### config.mk
export PLATFORM = sky130hd
export DESIGN_NAME = unified_mem_arbiter_flat
export DESIGN_NICKNAME = d
export VERILOG_FILES = /design/src/rtl/unified_mem_arbiter_if.sv /design/src/rtl/unified_mem_arbiter.sv /design/src/flat_wrapper.sv
export SDC_FILE = /design/constraint.sdc
export NUM_CORES = 1
export LEC_CHECK = 0
export ABC_AREA = 1
export BUFFER_PORTS_ARGS = -buffer_cell sky130_fd_sc_hd__clkbuf_2
export CORE_AREA = 2 2 153 155
export DETAILED_ROUTE_END_ITERATION = 16
export DIE_AREA = 0 0 155 157
export PLACE_DENSITY = 0.81
export SLEW_MARGIN = 15
export SYNTH_ARGS = -nofsm -noshare
export SYNTH_HDL_FRONTEND = slang
export SYNTH_SLANG_ARGS = --single-unit
### constraint.sdc
create_clock -name clk -period 1.35 [get_ports clk]
set_input_delay 0.405 -clock clk [delete_from_list [all_inputs] [get_ports clk]]
set_output_delay 0.405 -clock clk [all_outputs]
set_load 0.01 [all_outputs]
### src/rtl/unified_mem_arbiter_if.sv
// Core/memory handshake bundle for unified_mem_arbiter.
// The slave modport is the arbiter's view; the master modport is the core + memory side.
interface unified_mem_arbiter_if;
  logic        i_req;
  logic [29:0] i_addr;
  logic [31:0] i_rdata;
  logic        i_ack;
  logic        i_err;
  logic        d_req;
  logic        d_wen;
  logic [31:0] d_addr;
  logic [63:0] d_wdata;
  logic [63:0] d_rdata;
  logic        d_ack;
  logic        d_err;
  logic        m_req;
  logic        m_wen;
  logic [31:0] m_addr;
  logic [63:0] m_wdata;
  logic [63:0] m_rdata;
  logic        m_ready;

  modport slave (
    input  i_req, i_addr, d_req, d_wen, d_addr, d_wdata, m_rdata, m_ready,
    output i_rdata, i_ack, i_err, d_rdata, d_ack, d_err, m_req, m_wen, m_addr, m_wdata
  );

  modport master (
    output i_req, i_addr, d_req, d_wen, d_addr, d_wdata, m_rdata, m_ready,
    input  i_rdata, i_ack, i_err, d_rdata, d_ack, d_err, m_req, m_wen, m_addr, m_wdata
  );
endinterface

### src/rtl/unified_mem_arbiter.sv
// Shares one 64-bit single-ported memory between the I-fetch and D ports, with an abort watchdog.
// Define ARB_RR_EN for round-robin tie breaking; otherwise D has fixed priority over I.
module unified_mem_arbiter #(
  parameter int TIMEOUT_CYC = 255
) (
  input logic                  clk,
  input logic                  rst_n,
  unified_mem_arbiter_if.slave bus
);

  typedef enum logic [1:0] {IDLE, BUSY, RESP} state_t;

  localparam int            CW       = (TIMEOUT_CYC > 0) ? $clog2(TIMEOUT_CYC + 1) : 1;
  localparam logic [CW-1:0] CNT_LAST = (TIMEOUT_CYC > 0) ? CW'(TIMEOUT_CYC - 1) : '0;
  localparam logic [CW-1:0] CNT_MAX  = {CW{1'b1}};
  localparam bit            WDOG_EN  = (TIMEOUT_CYC != 0);

  state_t        state;
  logic          own_d;
  logic          i_half;
  logic [CW-1:0] cnt;
  logic          grant_d;
  logic          unused_addr_bits;

  assign unused_addr_bits = ^bus.d_addr[2:0];

`ifdef ARB_RR_EN
  // Last granted owner (1 = D); a tie goes to the side not served last.
  logic rr_last;

  always_comb begin
    grant_d = bus.d_req;
    if (bus.d_req && bus.i_req)
      grant_d = ~rr_last;
  end
`else
  always_comb begin
    grant_d = bus.d_req;
  end
`endif

  always_ff @(posedge clk or negedge rst_n) begin
    if (!rst_n) begin
      state       <= IDLE;
      own_d       <= 1'b0;
      i_half      <= 1'b0;
      cnt         <= '0;
      bus.m_req   <= 1'b0;
      bus.m_wen   <= 1'b0;
      bus.m_addr  <= '0;
      bus.m_wdata <= '0;
      bus.i_rdata <= '0;
      bus.i_ack   <= 1'b0;
      bus.i_err   <= 1'b0;
      bus.d_rdata <= '0;
      bus.d_ack   <= 1'b0;
      bus.d_err   <= 1'b0;
`ifdef ARB_RR_EN
      rr_last     <= 1'b0;
`endif
    end else begin
      case (state)
        IDLE: begin
          cnt <= '0;
          if (bus.d_req || bus.i_req) begin
            state     <= BUSY;
            bus.m_req <= 1'b1;
            own_d     <= grant_d;
`ifdef ARB_RR_EN
            rr_last   <= grant_d;
`endif
            if (grant_d) begin
              bus.m_addr  <= {bus.d_addr[31:3], 3'b000};
              bus.m_wen   <= bus.d_wen;
              bus.m_wdata <= bus.d_wdata;
            end else begin
              bus.m_addr <= {bus.i_addr[29:1], 3'b000};
              bus.m_wen  <= 1'b0;
              i_half     <= bus.i_addr[0];
            end
          end
        end

        BUSY: begin
          if (cnt != CNT_MAX)
            cnt <= cnt + 1'b1;
          // Completion takes precedence over a watchdog abort in the same cycle.
          if (bus.m_ready) begin
            state     <= RESP;
            bus.m_req <= 1'b0;
            if (own_d) begin
              bus.d_ack <= 1'b1;
              if (!bus.m_wen)
                bus.d_rdata <= bus.m_rdata;
            end else begin
              bus.i_ack   <= 1'b1;
              bus.i_rdata <= i_half ? bus.m_rdata[63:32] : bus.m_rdata[31:0];
            end
          end else if (WDOG_EN && (cnt == CNT_LAST)) begin
            state     <= RESP;
            bus.m_req <= 1'b0;
            if (own_d) begin
              bus.d_ack <= 1'b1;
              bus.d_err <= 1'b1;
            end else begin
              bus.i_ack <= 1'b1;
              bus.i_err <= 1'b1;
            end
          end
        end

        RESP: begin
          state     <= IDLE;
          cnt       <= '0;
          bus.i_ack <= 1'b0;
          bus.i_err <= 1'b0;
          bus.d_ack <= 1'b0;
          bus.d_err <= 1'b0;
        end

        default: state <= IDLE;
      endcase
    end
  end

endmodule

### src/flat_wrapper.sv
// flat-port wrapper written by rule: the top's interface ports become plain ports
module unified_mem_arbiter_flat 
#(
  parameter int TIMEOUT_CYC = 255
)
  (clk, rst_n, bus_i_req, bus_i_addr, bus_d_req, bus_d_wen, bus_d_addr, bus_d_wdata, bus_m_rdata, bus_m_ready, bus_i_rdata, bus_i_ack, bus_i_err, bus_d_rdata, bus_d_ack, bus_d_err, bus_m_req, bus_m_wen, bus_m_addr, bus_m_wdata);
  unified_mem_arbiter_if bus_i ();
  input logic clk;
  input logic rst_n;
  input wire logic [$bits(bus_i.i_req)-1:0] bus_i_req;
  input wire logic [$bits(bus_i.i_addr)-1:0] bus_i_addr;
  input wire logic [$bits(bus_i.d_req)-1:0] bus_d_req;
  input wire logic [$bits(bus_i.d_wen)-1:0] bus_d_wen;
  input wire logic [$bits(bus_i.d_addr)-1:0] bus_d_addr;
  input wire logic [$bits(bus_i.d_wdata)-1:0] bus_d_wdata;
  input wire logic [$bits(bus_i.m_rdata)-1:0] bus_m_rdata;
  input wire logic [$bits(bus_i.m_ready)-1:0] bus_m_ready;
  output wire logic [$bits(bus_i.i_rdata)-1:0] bus_i_rdata;
  output wire logic [$bits(bus_i.i_ack)-1:0] bus_i_ack;
  output wire logic [$bits(bus_i.i_err)-1:0] bus_i_err;
  output wire logic [$bits(bus_i.d_rdata)-1:0] bus_d_rdata;
  output wire logic [$bits(bus_i.d_ack)-1:0] bus_d_ack;
  output wire logic [$bits(bus_i.d_err)-1:0] bus_d_err;
  output wire logic [$bits(bus_i.m_req)-1:0] bus_m_req;
  output wire logic [$bits(bus_i.m_wen)-1:0] bus_m_wen;
  output wire logic [$bits(bus_i.m_addr)-1:0] bus_m_addr;
  output wire logic [$bits(bus_i.m_wdata)-1:0] bus_m_wdata;
  assign bus_i.i_req = bus_i_req;
  assign bus_i.i_addr = bus_i_addr;
  assign bus_i.d_req = bus_d_req;
  assign bus_i.d_wen = bus_d_wen;
  assign bus_i.d_addr = bus_d_addr;
  assign bus_i.d_wdata = bus_d_wdata;
  assign bus_i.m_rdata = bus_m_rdata;
  assign bus_i.m_ready = bus_m_ready;
  assign bus_i_rdata = bus_i.i_rdata;
  assign bus_i_ack = bus_i.i_ack;
  assign bus_i_err = bus_i.i_err;
  assign bus_d_rdata = bus_i.d_rdata;
  assign bus_d_ack = bus_i.d_ack;
  assign bus_d_err = bus_i.d_err;
  assign bus_m_req = bus_i.m_req;
  assign bus_m_wen = bus_i.m_wen;
  assign bus_m_addr = bus_i.m_addr;
  assign bus_m_wdata = bus_i.m_wdata;
  unified_mem_arbiter #(.TIMEOUT_CYC(TIMEOUT_CYC)) u_core (.clk(clk), .rst_n(rst_n), .bus(bus_i));
endmodule
==> out/results.ini <==
[status]
status=complete, but fails checks
failed_checks=setup timing

[synthesis]
synth_most_common_cell=nand2_1
synth_top_family_by_area=simple AND/OR/NAND/NOR gates
synthMuxAreaShare_pct=10.0
synth_top_area_share_pct=57.5
synth_largest_area_cell=dfrtp_1
syn_inst=883
synthAdderAreaFrac_pct=0.694
yosys-top-cells-area=dfrtp_1 (57%), nand2_1 (10%), mux2_4 (8.2%)
syn_area_um2=9010
synth.ff_latch_count=207
syn_area_per_cell_um2=10.2
synth_ff_type=dfrtp_1
yosys.area_share.xor_xnor_pct=0.194
synth_cell_type_count=29
synth_common_cells=nand2_1 (241), dfrtp_1 (207), inv_1 (78)
synth_compound_area_share_pct=11.0
synth_edf_count=0
yosys.area_share.simple_pct=13.1
seq_area_frac_synth_pct=57.5
yosysWarnings=0
async_reset_ff_share_pct=100

[place]
portBuffers=387
postPlaceCellArea_um2=11500
dp_hpwl_mm=19.1
gp_congestion=0.861

[final_layout]
fin_util_pct=67.2
drive_gt1_share_pct=58.2
nets=1679
finish.instance_area_um2=15100
syn_to_final_growth_pct=67.8
antenna_cells=0

[die]
core_area_um2=22500
pin_count=394
die_x_um=155
start_util_pct=40.1
dieHeight_um=157
die-area_um2=24300
placementRows=55

[timing]
fin_ws_ns=-0.271
fmax_mhz=617
hold_ws_ns=0.107
hold_viol=0
setup_viol=402
period_minus_slack_ns=1.62
timing.final.crit_share_pct=120
skew_ns=0.0329
rsz0062_at_grt=yes
slew_violations=0

[flow_run]
drv_cap=0

[routing]
drc=0
drtIter0Drc=705
viasPerCell=5.13
first_pass_iters=6
num_vias=9132
finalWirelength_mm=35.3
routedWlPerCell_um=19.8
postRouteAntennaNets=0

[power_and_ir_drop]
p_leak_uw=0.00795
switchingPower_uw=13700
p_per_area_nw_per_um2=2490
vdd_ir_drop_max_mv=1.55
combPwrFrac_pct=51.7
p_seq_share_pct=30.1
clockPowerShare_pct=18.2
total_power_uw=37700
sw_frac_of_total_pct=36.3
intPower_uw=24000

[worst_setup_path]
cp_top_family=buffers and inverters
rr_startpoint=u_core.state[1]
cp_cell_sequence=inv_2, ha_4, buf_6, nand2_2, inv_2, nand3_4, buf_12, clkbuf_16, o21ai_1
endpoint_kind=register
start_kind=register
cp.required_ns=1.78
worstPathMaxFanout=8
timing_worst_setup_path_type=register to register
slowest_stage=dfrtp_1
max_stage_delay_ns=0.39
startpoint=u_core.state[1]
cp_num_buf_inv=5
arrival_ns=2.06
r2r_slack_ns=-0.27
critPathMostFrequentCell=inv_2

[clocking]
cts_tree=built
numClockSinks=207
htreeDepth=1
path_clk_slew_ns=0.07
worstSkewPairLatency_ns=0.52
cts_buffers=23
clockBufferDepth=3
clock-root-buffer=clkbuf_16

[grt]
grt_pass1_vias=8098
grt_usage_pct=22.2
overflow=0
grt_start_max_net_pins=45
grt_pass1_wl_mm=42.7
antenna_found_initial=0

[min_path]
hold_path.startpoint=bus_d_wdata[21]
hp-class=primary input to register

==> layout make-up <==
class	instances	area (µm²)
Clock buffer	29	618
Timing Repair Buffer	618	4720
Sequential cell	207	5180
Clock inverter	13	200
Fill cell	1516	7380
Tap cell	285	357
Inverter	81	309
Multi-Input combinational cell	547	3740
==> per-stage QoR <==
step / instances / TNS, ns / worst slack [ns]
finish: 1780 / -60.69 / -0.271
global route: 1780 / -82.12 / -0.376
CTS: 1633 / -47.54 / -0.190
detailed placement: 1556 / -35.40 / -0.273
global placement: 1556 / -27.77 / -0.204
floorplan: 885 / -10.12 / -0.0834
==> power by group through the flow <==
stage	sequential, µW	clock [µW]	combinational [µW]
after floorplan	12000	0	5740
after global placement	10900	0	11700
after detailed placement	11000	0	12000
after CTS	11100	6890	13700
after global routing	11500	7230	20600
final	11300	6870	19500
==> routing by layer <==
metal / share of wire, % / vias to the layer above / track usage [%] / routed length [µm]
li1: - / 4059 / - / -
met1: 35 / 4368 / 25.6 / 12500
met2: 51 / 545 / 40.9 / 17800
met3: 8.4 / 160 / 5.12 / 2980
met4: 5.6 / 0 / 6.70 / 1970
met5: 0 / - / 0 / 0
==> kinds of logic (layout without fill, tap and decap cells) <==
logic type	Yosys count	count (layout)
XOR/XNOR	2	2
buffers and inverters	132	741
AND/OR/NAND/NOR	298	299
other	1	3
adder cells (fa/ha/maj)	5	5
flip-flops	207	207
AO/OA/AOI/OAI	174	174
multiplexers	64	64
==> cell usage in the layout, fill, tap and decap left out, types with 13 or more instances in the layout <==
master and count:
mux2_2 13, nand2_2 52, dfrtp_1 206, mux2_4 51
nor2_2 30, o21ai_0 39, buf_6 48, nand2_1 168
o21ai_2 25, inv_1 73, buf_12 17, o21ai_1 45
clkbuf_16 38, clkbuf_2 343, buf_4 163, a31oi_1 29
o21a_1 33, nand2_4 22
==> state kept, by name (all words and copies together), names as in the netlist, 2 cells and up <==
| signal | cells |
|---|---|
| u_core.bus.m_wdata | 64 |
| u_core.bus.m_addr | 29 |
| u_core.bus.i_rdata | 32 |
| u_core.bus.d_rdata | 64 |
| u_core.state | 2 |
| u_core.cnt | 8 |
==> final timing paths <==
check                                              end  cells after the start
min in group asynchronous       u_core.bus.d_rdata[19]                      2
worst max register to register  u_core.bus.d_rdata[56]                      9
worst min-delay path            u_core.bus.m_wdata[21]                      2
max in group asynchronous       u_core.bus.d_rdata[13]                      3
worst max-delay path            u_core.bus.d_rdata[56]                      9
worst min register to register   u_core.bus.i_rdata[9]                      1
==> timing repair <==
action | CTS | global route
pin swaps | 6 | 16
resized for setup | 92 | 222
endpoints found under the setup margin | 401 | 401
hold endpoints to repair | 16 | 0
gates cloned | 13 | 20
hold buffers | 1 | 0
buffers inserted | 22 | 129
(Power assumes the default switching activity.)
